`config.mk`:
```
export PLATFORM = sky130hd
export DESIGN_NAME = ioctl_sdram_loader
export DESIGN_NICKNAME = d
export VERILOG_FILES = /design/src/rtl/mycore_pkg.sv /design/src/rtl/sync_fifo2.sv /design/src/rtl/ioctl_sdram_loader.sv
export SDC_FILE = /design/constraint.sdc
export NUM_CORES = 1
export LEC_CHECK = 0
export BUFFER_PORTS_ARGS = -buffer_cell sky130_fd_sc_hd__buf_2
export CAP_MARGIN = 10
export CORE_AREA = 2 2 109 111
export CTS_CLUSTER_SIZE = 8
export DETAILED_ROUTE_END_ITERATION = 12
export DIE_AREA = 0 0 111 113
export PLACE_DENSITY = 0.75
export SYNTH_ARGS = -nofsm -noshare
export SYNTH_HDL_FRONTEND = slang
export SYNTH_HIERARCHICAL = 1
export SYNTH_SLANG_ARGS = --single-unit
```
`constraint.sdc`:
```
create_clock -name clk_sys -period 2.2 [get_ports clk_sys]
set_clock_uncertainty 0.1 [all_clocks]
set_input_delay 0 -clock clk_sys [delete_from_list [all_inputs] [get_ports clk_sys]]
set_output_delay 0 -clock clk_sys [all_outputs]
set_load 0.02 [all_outputs]
```
`src/rtl/mycore_pkg.sv`:
```
`default_nettype none
// ----------------------------------------------------------------------------
// mycore_pkg : shared types for the ioctl-to-SDRAM loader path
// Rev 1.0
// ----------------------------------------------------------------------------
package mycore_pkg;

    localparam int DEF_ADDR_W = 25;

    typedef enum logic [1:0] {
        ST_IDLE  = 2'd0,
        ST_LOAD  = 2'd1,
        ST_DRAIN = 2'd2,
        ST_DONE  = 2'd3
    } loader_state_t;

    typedef struct packed {
        logic [DEF_ADDR_W-1:0] addr;
        logic [15:0]           data;
    } ram_wr_t;

endpackage
`default_nettype wire

```
`src/rtl/sync_fifo2.sv`:
```
`default_nettype none
// ----------------------------------------------------------------------------
// sync_fifo2 : two-entry register FIFO of ram_wr_t, head and count registered
// Rev 1.0
// ----------------------------------------------------------------------------
module sync_fifo2
    import mycore_pkg::*;
(
    input  logic        clk_i,
    input  logic        rst_i,
    input  logic        push_i,
    input  logic        pop_i,
    input  ram_wr_t     din_i,
    output ram_wr_t     head_o,
    output logic [1:0]  count_o
);

    ram_wr_t    slot0_q;
    ram_wr_t    slot1_q;
    logic [1:0] count_q;
    logic       w_pop;
    logic       w_push;

    assign w_pop  = pop_i && (count_q != 2'd0);
    // A full FIFO still takes a push when the head leaves in the same cycle.
    assign w_push = push_i && ((count_q != 2'd2) || w_pop);

    always_ff @(posedge clk_i) begin
        if (rst_i) begin
            slot0_q <= '0;
            slot1_q <= '0;
            count_q <= 2'd0;
        end else begin
            case ({w_push, w_pop})
                2'b10: begin
                    if (count_q == 2'd0) slot0_q <= din_i;
                    else                 slot1_q <= din_i;
                    count_q <= count_q + 2'd1;
                end
                2'b01: begin
                    slot0_q <= slot1_q;
                    count_q <= count_q - 2'd1;
                end
                2'b11: begin
                    if (count_q == 2'd1) begin
                        slot0_q <= din_i;
                    end else begin
                        slot0_q <= slot1_q;
                        slot1_q <= din_i;
                    end
                end
                default: ;
            endcase
        end
    end

    assign head_o  = slot0_q;
    assign count_o = count_q;

endmodule
`default_nettype wire

```
`src/rtl/ioctl_sdram_loader.sv`:
```
`default_nettype none
// ----------------------------------------------------------------------------
// ioctl_sdram_loader : buffers HPS ioctl words and writes them to SDRAM
// Rev 1.0
// ----------------------------------------------------------------------------
module ioctl_sdram_loader
    import mycore_pkg::*;
#(
    parameter int                ADDR_W = DEF_ADDR_W,
    parameter logic [ADDR_W-1:0] BASE   = '0,
    parameter logic [7:0]        INDEX  = 8'h00,
    parameter logic              SWAP   = 1'b0
) (
    input  logic              clk_sys,
    input  logic              reset,
    input  logic              ioctl_download,
    input  logic [7:0]        ioctl_index,
    input  logic              ioctl_wr,
    input  logic [ADDR_W-1:0] ioctl_addr,
    input  logic [15:0]       ioctl_dout,
    output logic              ioctl_wait,
    output logic              ram_req,
    output logic [ADDR_W-1:0] ram_addr,
    output logic [15:0]       ram_wdata,
    input  logic              ram_ack,
    output logic              rom_ready,
    output logic              overrun,
    output logic [23:0]       words_written
);

    localparam int PKG_AW = DEF_ADDR_W;

    loader_state_t     state_q;
    logic              wait_q;
    logic              rom_ready_q;
    logic              overrun_q;
    logic [23:0]       words_q;

    logic              w_match;
    logic              w_wr_load;
    logic              w_push;
    logic              w_pop;
    logic [1:0]        w_count;
    logic [1:0]        w_count_d;
    logic [ADDR_W-1:0] w_addr;
    logic [15:0]       w_data;
    ram_wr_t           w_din;
    ram_wr_t           w_head;
    logic              w_unused_addr0;

    assign w_unused_addr0 = ioctl_addr[0];

    assign w_match   = (ioctl_index == INDEX);
    assign w_wr_load = (state_q == ST_LOAD) && ioctl_wr && w_match;
    assign w_push    = w_wr_load && !wait_q;
    assign w_pop     = ram_ack && (w_count != 2'd0);
    assign w_count_d = w_count + {1'b0, w_push} - {1'b0, w_pop};

    // Word-align the host address, then offset; the sum wraps at ADDR_W bits.
    assign w_addr     = BASE + {ioctl_addr[ADDR_W-1:1], 1'b0};
    assign w_data     = SWAP ? {ioctl_dout[7:0], ioctl_dout[15:8]} : ioctl_dout;
    assign w_din.addr = PKG_AW'(w_addr);
    assign w_din.data = w_data;

    sync_fifo2 u_fifo (
        .clk_i   (clk_sys),
        .rst_i   (reset),
        .push_i  (w_push),
        .pop_i   (w_pop),
        .din_i   (w_din),
        .head_o  (w_head),
        .count_o (w_count)
    );

    always_ff @(posedge clk_sys) begin
        if (reset) begin
            state_q     <= ST_IDLE;
            wait_q      <= 1'b0;
            rom_ready_q <= 1'b0;
            overrun_q   <= 1'b0;
            words_q     <= 24'd0;
        end else begin
            wait_q <= (w_count_d == 2'd2);
            if (w_wr_load && wait_q) overrun_q <= 1'b1;
            if (w_pop && (words_q != 24'hFFFFFF)) words_q <= words_q + 24'd1;
            case (state_q)
                ST_IDLE: begin
                    if (ioctl_download && w_match) state_q <= ST_LOAD;
                end
                ST_LOAD: begin
                    if (!ioctl_download) state_q <= ST_DRAIN;
                end
                ST_DRAIN: begin
                    // A registered empty count means the last ack has already retired.
                    if (w_count == 2'd0) begin
                        state_q     <= ST_DONE;
                        rom_ready_q <= 1'b1;
                    end
                end
                ST_DONE: begin
                    if (ioctl_download && w_match) begin
                        state_q     <= ST_LOAD;
                        rom_ready_q <= 1'b0;
                        words_q     <= 24'd0;
                    end
                end
                default: state_q <= ST_IDLE;
            endcase
        end
    end

    assign ioctl_wait    = wait_q;
    assign ram_req       = (w_count != 2'd0);
    assign ram_addr      = ADDR_W'(w_head.addr);
    assign ram_wdata     = w_head.data;
    assign rom_ready     = rom_ready_q;
    assign overrun       = overrun_q;
    assign words_written = words_q;

endmodule
`default_nettype wire

```
==> impl_metrics.py, run 1 <==
metrics = {
    "outcome": {
        "outcome": "finished clean",
    },
    "synth": {
        "share_of_synthesized_cell_area_in_and_or_nand_and_nor_gates_pct": 27.0,
        "largest_family_of_logic_cells_by_synthesized_area": "simple AND/OR/NAND/NOR gates",
        "post-synth-top-area-fraction_pct": 44.5,
        "synth_enable_flop_cells": 0,
        "synth.yosys.warnings": 6,
        "synth_area_leader_cell": "dfxtp_1",
        "synth.ff_latch_count": 113,
        "synth_cell_types": 49,
        "syn-mean-instance-area_um2": 8.00,
        "yosys_most_used_dff": "dfxtp_1",
        "synthTopCellsByArea": "dfxtp_1 44%, nand2_1 14%, a311oi_1 7.2%",
        "synth_xor_xnor_area_share_pct": 0.516,
        "async_set_reset_flop_share_out_of_synthesis_pct": 0,
        "mux_share_of_post_synthesis_cell_area_pct": 2.75,
        "yosysSeqAreaShare_pct": 44.5,
        "yosys.area_share.adder_pct": 2.21,
        "syn-cell-area_um2": 5090,
        "synth_cells": 636,
        "compound_gate_portion_of_the_synthesized_area_pct": 17.8,
    },
    "global_route": {
        "grt_antenna_before_repair": 0,
        "overall_routing_resource_usage_pct": 21.2,
        "global_route_wire_length_before_repair_mm": 22.0,
        "grt_overflow_total": 0,
        "maximum_number_of_pins_on_one_net_before_global_route_repair": 65,
        "grt_pass1_vias": 4879,
    },
    "worst_setup_path": {
        "rr_startpoint": "state_q[1]$_SDFFE_PP0P_",
        "worst-endpoint-arrival_ns": 2.32,
        "r2r.worst_path.cells": 10,
        "critical_path.most_common_cell": "buf_4",
        "worst_path_max_delay_cell": "dfxtp_2",
        "cp_top_family": "buffers and inverters",
        "rr_endpoint": "u_fifo/head_o[23]$_SDFFE_PP0P_",
        "cell_breakdown_of_the_critical_path": "inv_1 > ha_1 > and4_1 > nor2b_4 > buf_4 > a21oi_4 > buf_4 > clkbuf_16 > nand2_1 > a311oi_1",
        "worst_path_largest_cell_delay_ns": 0.35,
        "cp-start-kind": "flip-flop",
        "regToRegSetupSlack_ns": 0.1,
        "worst_setup_path_end_kind": "flip-flop",
        "critPathMaxFanout": 8,
        "worst-path-buf-inv": 4,
        "timing.critical_path.required_ns": 2.42,
        "setup.worst_path.class": "reg -> reg",
    },
    "drt": {
        "wl_per_cell_um": 14.8,
        "drt-pass1-iter-count": 5,
        "finalWirelength_mm": 14.4,
        "drtIter0Drc": 375,
        "vias": 5243,
        "vias_cell": 5.41,
        "remaining_drc_errors": 0,
        "final_antenna_net_count": 0,
    },
    "power_and_ir_drop": {
        "leakage_power_total_nw": 2.96,
        "power.density_nw_per_um2": 760,
        "peakVddDrop_mv": 0.571,
    },
    "flow_run": {
        "cap_viol_max_count": 0,
    },
    "timing": {
        "final_period_minus_worst_setup_slack_ns": 2.10,
        "slew_headroom_pct": 56.6,
        "highest_achievable_clock_rate_ghz": 0.476,
        "finalSetupViolations": 0,
        "worst_pin_slew_ns": 0.651,
        "final.hold.worst_slack_ns": 0.0650,
        "maxSlewViolCount": 0,
        "final.setup.worst_slack_ns": 0.0972,
        "timing_hold_violations_final": 0,
        "timing.final.crit_share_pct": 95.6,
    },
    "layout": {
        "final_nets": 878,
        "fraction_of_final_layout_cells_sized_beyond_drive_strength_1_pct": 25.8,
        "layout.area.seq_um2": 2260,
        "final.fill_count": 882,
        "antennaDiodeCount": 0,
        "design_area_um2": 7240,
        "multiInputGateArea_um2": 2650,
        "syn_to_final_growth_pct": 42.3,
    },
    "clock_tree": {
        "h_tree_depth": 4,
        "clk_latency_ns": 0.41,
        "cts_tree": "yes",
        "numCtsBuffers": 17,
        "cts-root-to-sink-buffers": 2,
        "clock_transition_time_at_the_flip_flop_clock_pins_of_the_worst_setup_and_hold_paths_ns": 0.05,
        "clock_sink_count": 113,
        "clk_root_buffer_cell": "clkbuf_16",
    },
    "placed_design": {
        "routabilityCongestion": 0.847,
        "dp.final_hpwl_mm": 8.66,
        "number_of_i_o_port_buffers": 121,
        "post_place_cell_area_um2": 5950,
        "post_placement_setup_slack_ns": -0.0318,
    },
    "floorplanning": {
        "num_rows": 39,
        "die-area_um2": 12500,
        "initial_standard_cell_utilization_of_the_core_pct": 45.1,
        "core_um2": 11300,
        "fp.dieH_um": 113,
        "boundaryPins": 123,
        "die_width_um": 111,
    },
    "worst_hold_path": {
        "hold-path-cell-count": 5,
        "worst_hold_path_endpoint": "overrun$_SDFFE_PP0P_",
        "worst_hold_startpoint": "ioctl_index[0]",
        "tightest_hold_check_type": "in -> reg",
    },
}
how the worst max path moves through the flow:
stage / from / to / slack [ns] / depth (start not counted)
final: state_q[1]$_SDFFE_PP0P_ / u_fifo/head_o[23]$_SDFFE_PP0P_ / 0.1 / 10
after global routing: state_q[1]$_SDFFE_PP0P_ / u_fifo/head_o[27]$_SDFFE_PP0P_ / -0.008 / 9
after CTS: state_q[0]$_SDFFE_PP0P_ / u_fifo/head_o[19]$_SDFFE_PP0P_ / 0.03 / 9
after detailed placement: state_q[0]$_SDFFE_PP0P_ / u_fifo/head_o[19]$_SDFFE_PP0P_ / -0.03 / 9
after global placement: state_q[0]$_SDFFE_PP0P_ / u_fifo/head_o[23]$_SDFFE_PP0P_ / 0.14 / 9
after floorplan: state_q[0]$_SDFFE_PP0P_ / u_fifo/head_o[0]$_SDFFE_PP0P_ / 0.02 / 8
report_power, final:
group	total, mW	switching, mW	internal, mW
sequential	2.11	0.0266	2.08
clock	3.02	0.943	2.08
combinational	0.379	0.193	0.186
total	5.51	1.16	4.34
synth_stat cells (2+ instances only):
cell	instances
nand3_1	12
and3_1	5
nor2b_1	2
ha_1	9
dfxtp_1	113
o31ai_1	9
nor2_1	51
buf_2	17
o21a_1	2
clkbuf_1	17
buf_6	5
mux2i_1	14
or3_1	3
o21ai_0	6
nand2b_1	13
xnor2_1	2
and4_1	3
nor4_1	3
a21oi_1	64
inv_1	10
or4_1	9
nand2_1	187
a211oi_1	2
nand4_1	10
a311oi_1	42
nor3_1	2
buf_4	2
worst register-to-register path, stage by stage (launching register included):
cell	delay, ns
dfxtp_2	0.35
inv_1	0.05
ha_1	0.19
and4_1	0.19
nor2b_4	0.14
buf_4	0.17
a21oi_4	0.16
buf_4	0.15
clkbuf_16	0.15
nand2_1	0.06
a311oi_1	0.29
through the flow:
step | utilization, % | TNS [ns] | power [mW] | std cells
3_3_place_gp | 52.7 | 0 | 2.42 | 887
4_1_cts | 62.4 | 0 | 5.53 | 961
3_5_place_dp | 52.7 | -0.0548 | 2.44 | 887
5_1_grt | 64.3 | -0.0118 | 5.68 | 969
6_report | 64.3 | 0 | 5.51 | 969
2_1_floorplan | - | 0 | 2.32 | 637
layer usage:
| metal | part of all wire, % | GRT usage (%) | up-vias |
|---|---|---|---|
| li1 | - | - | 2577 |
| met1 | 42 | 24.5 | 2466 |
| met2 | 49 | 37.0 | 182 |
| met3 | 6.9 | 6.64 | 18 |
| met4 | 1.5 | 8.17 | 0 |
| met5 | 0 | 0 | - |
final cells by class:
cell class / count / share of cell area (%)
timing repair buffer: 201 / 20.1
inverter: 11 / 0.570
tap: 143 / 2.47
clock buffer: 20 / 6.44
sequential: 113 / 31.3
multi-input combinational: 471 / 36.6
clock inverter: 10 / 2.52
placed cells by master (no fill, tap or decap), types with 12 or more instances in the layout:
cell / synthesis / routed
mux2i_1: 14 / 14
buf_4: 2 / 25
clkbuf_16: 0 / 21
a311oi_1: 42 / 34
dfxtp_1: 113 / 111
buf_2: 17 / 121
nand2b_1: 13 / 12
a21oi_1: 64 / 64
nand2_1: 187 / 186
nor2_1: 51 / 51
dlygate4sd3_1: 0 / 44
cells by family (layout without fill, tap and decap cells):
group	after synthesis	in the layout
adder cells (fa/ha/maj)	9	9
multiplexers	14	14
buffers and inverters	53	242
flip-flops	113	113
AND/OR/NAND/NOR	308	308
AO/OA/AOI/OAI	135	135
XOR/XNOR	3	3
other	1	2
what timing repair did:
item,4_1_cts,5_1_grt
setup buffers,0,4
endpoints found under the hold margin,87,0
resized for setup,1,16
hold buffers,44,0
setup endpoints to repair,2,33
pin swaps,0,3
gates cloned,0,4
registers in the layout (all words and copies together), names as in the netlist:
| register | flops |
|---|---|
| u_fifo/count_o | 2 |
| overrun | 1 |
| ioctl_wait | 1 |
| words_written | 24 |
| u_fifo/head_o | 41 |
| state_q | 2 |
| rom_ready | 1 |
| u_fifo/slot1_q | 41 |
Note: power is estimated with default switching activity, not from simulation.
==> inputs of run 2 (changes only) <==
CTS_BUF_LIST = sky130_fd_sc_hd__clkbuf_2 sky130_fd_sc_hd__clkbuf_4 sky130_fd_sc_hd__clkbuf_8   (was default)
==> run 2 against run 1 <==
Net effect:
- worst hold slack lost 0.023 ns
- sequential cell count is the same
- final area shrank 2.5%
- sequential power is essentially flat
- routed wire length shrank 0.29%
- maximum frequency grew 0.82%
- register-to-register slack gained 0.02 ns
- first-iteration DRC count shrank 19%
- global-route usage is essentially flat
- cell count shrank 0.21%
- clock-buffer cell count is the same
- sequential share of layout area grew 0.81 points
- largest cell class unchanged
==> impl_metrics.py, run 2 (synthesized netlist as in run 1, its figures left out) <==
metrics = {
    "outcome": {
        "outcome": "finished clean",
    },
    "layout": {
        "layout.cells.most_common": "nand2_1",
        "finalNonFillerCells": 967,
        "layout.area.seq_um2": 2260,
        "final.fill_count": 920,
        "syn_to_final_growth_pct": 38.7,
        "antennaDiodeCount": 0,
        "layout_common_cells": "186 x nand2_1, 121 x buf_2, 111 x dfxtp_1",
        "multiInputGateArea_um2": 2660,
        "final_nets": 876,
        "fraction_of_final_layout_cells_sized_beyond_drive_strength_1_pct": 25.7,
    },
    "clock_tree": {
        "clk_latency_ns": 0.43,
        "cts_tree": "yes",
        "clk_root_buffer_cell": "clkbuf_8",
        "cts-root-to-sink-buffers": 2,
        "numCtsBuffers": 17,
        "h_tree_depth": 4,
        "clock_transition_time_at_the_flip_flop_clock_pins_of_the_worst_setup_and_hold_paths_ns": 0.06,
        "clock_sink_count": 113,
    },
    "drt": {
        "vias_cell": 5.44,
        "drtIter0Drc": 303,
        "finalWirelength_mm": 14.3,
        "remaining_drc_errors": 0,
        "vias": 5257,
        "final_antenna_net_count": 0,
        "wl_per_cell_um": 14.8,
        "drt-pass1-iter-count": 7,
    },
    "global_route": {
        "global_route_wire_length_before_repair_mm": 22.0,
        "grt_antenna_before_repair": 0,
        "grt_overflow_total": 0,
        "grt_pass1_vias": 4863,
        "maximum_number_of_pins_on_one_net_before_global_route_repair": 65,
        "overall_routing_resource_usage_pct": 21.2,
    },
    "power_and_ir_drop": {
        "sw_frac_of_total_pct": 22.2,
        "power.total_mw": 4.73,
        "p_clk_share_pct": 47.7,
        "total_switching_power_mw": 1.05,
        "seq_power_share_pct": 44.4,
        "p_comb_share_pct": 7.9,
        "peakVddDrop_mv": 0.415,
        "p_int_mw": 3.68,
        "power.density_nw_per_um2": 671,
        "leakage_power_total_nw": 2.87,
    },
    "timing": {
        "timing_hold_violations_final": 0,
        "finalSetupViolations": 0,
        "final.hold.worst_slack_ns": 0.0425,
        "fin_setup_tns_ns": 0,
        "slew_headroom_pct": 56.5,
        "final_period_minus_worst_setup_slack_ns": 2.09,
        "maxSlewViolCount": 0,
        "highest_achievable_clock_rate_ghz": 0.479,
        "worst_pin_slew_ns": 0.652,
        "timing.final.crit_share_pct": 94.8,
    },
    "floorplanning": {
        "num_rows": 39,
        "boundaryPins": 123,
        "initial_standard_cell_utilization_of_the_core_pct": 45.1,
        "die_width_um": 111,
        "die-area_um2": 12500,
        "core_um2": 11300,
        "fp.dieH_um": 113,
    },
    "worst_setup_path": {
        "worst-endpoint-arrival_ns": 2.31,
        "setup.worst_path.class": "reg -> reg",
        "cell_breakdown_of_the_critical_path": "inv_1 > ha_1 > and4_1 > nor2b_4 > buf_4 > a21oi_4 > buf_12 > buf_12 > nand2_1 > a311oi_1",
        "timing.critical_path.required_ns": 2.43,
        "rr_startpoint": "state_q[1]$_SDFFE_PP0P_",
        "critPathMaxFanout": 14,
        "worst-path-buf-inv": 4,
        "worst_path_max_delay_cell": "dfxtp_2",
        "worst_path_largest_cell_delay_ns": 0.35,
        "cp-startpoint": "state_q[1]$_SDFFE_PP0P_",
        "critical_path.most_common_cell": "buf_12",
        "cp_top_family": "buffers and inverters",
        "cp-start-kind": "flip-flop",
        "worst_setup_path_end_kind": "flip-flop",
    },
    "placed_design": {
        "number_of_i_o_port_buffers": 121,
        "numPlacedInstances": 887,
        "routabilityCongestion": 0.847,
        "dp.final_hpwl_mm": 8.66,
    },
    "worst_hold_path": {
        "tightest_hold_check_type": "in -> reg",
        "worst_hold_startpoint": "ioctl_index[0]",
    },
    "flow_run": {
        "cap_viol_max_count": 0,
    },
}
run 2: tightest hold or removal path: stages:
cell and delay (ns):
buf_2 0.07, nor4_1 0.04, and4_1 0.20, a21oi_1 0.16, nor2_1 0.05
run 2: worst paths after layout:
check / slack [ns] / depth (start not counted) / end
max: 0.11 / 10 / u_fifo/head_o[2]$_SDFFE_PP0P_
min: 0.04 / 5 / overrun$_SDFFE_PP0P_
max reg2reg: 0.11 / 10 / u_fifo/head_o[2]$_SDFFE_PP0P_
min reg2reg: 0.36 / 2 / u_fifo/slot1_q[37]$_SDFFE_PP0P_
run 2: final cells by class:
cell class | count | area share (%)
multi-input combinational | 471 | 37.7
sequential | 113 | 32.1
timing repair buffer | 199 | 20.6
clock buffer | 20 | 3.90
clock inverter | 10 | 2.59
tap | 143 | 2.53
inverter | 11 | 0.585
run 2: power by group through the flow:
stage	logic (mW)	registers [mW]	clock network [mW]
global route	0.413	2.10	2.40
detailed placement	0.303	2.14	0
floorplan	0.170	2.15	0
global placement	0.280	2.14	0
finish	0.374	2.10	2.26
CTS	0.365	2.09	2.30
run 2: timing repair:
action                                 in CTS  in global routing
setup buffers                               0                  2
resized for setup                           1                 18
endpoints found under the hold margin      89                  0
gates cloned                                0                  4
hold buffers                               44                  0
pin swaps                                   0                  3
setup endpoints to repair                   3                 34
run 2: stage by stage:
stage | util (%) | cell area (um^2) | setup WS [ns]
4_1_cts | 60.7 | 6850 | 0.0265
6_report | 62.6 | 7060 | 0.114
5_1_grt | 62.6 | 7060 | -0.0138
3_5_place_dp | 52.7 | 5950 | -0.0318
3_3_place_gp | 52.7 | 5950 | 0.142
2_1_floorplan | - | 5090 | 0.0187
run 2: per-layer routing:
metal | up-vias | global-route usage (%) | wire (um)
met4 | 0 | 8.42 | 174
met2 | 181 | 36.7 | 7180
li1 | 2573 | - | -
met3 | 15 | 6.59 | 919
met5 | - | 0 | 0
met1 | 2488 | 24.7 | 6060
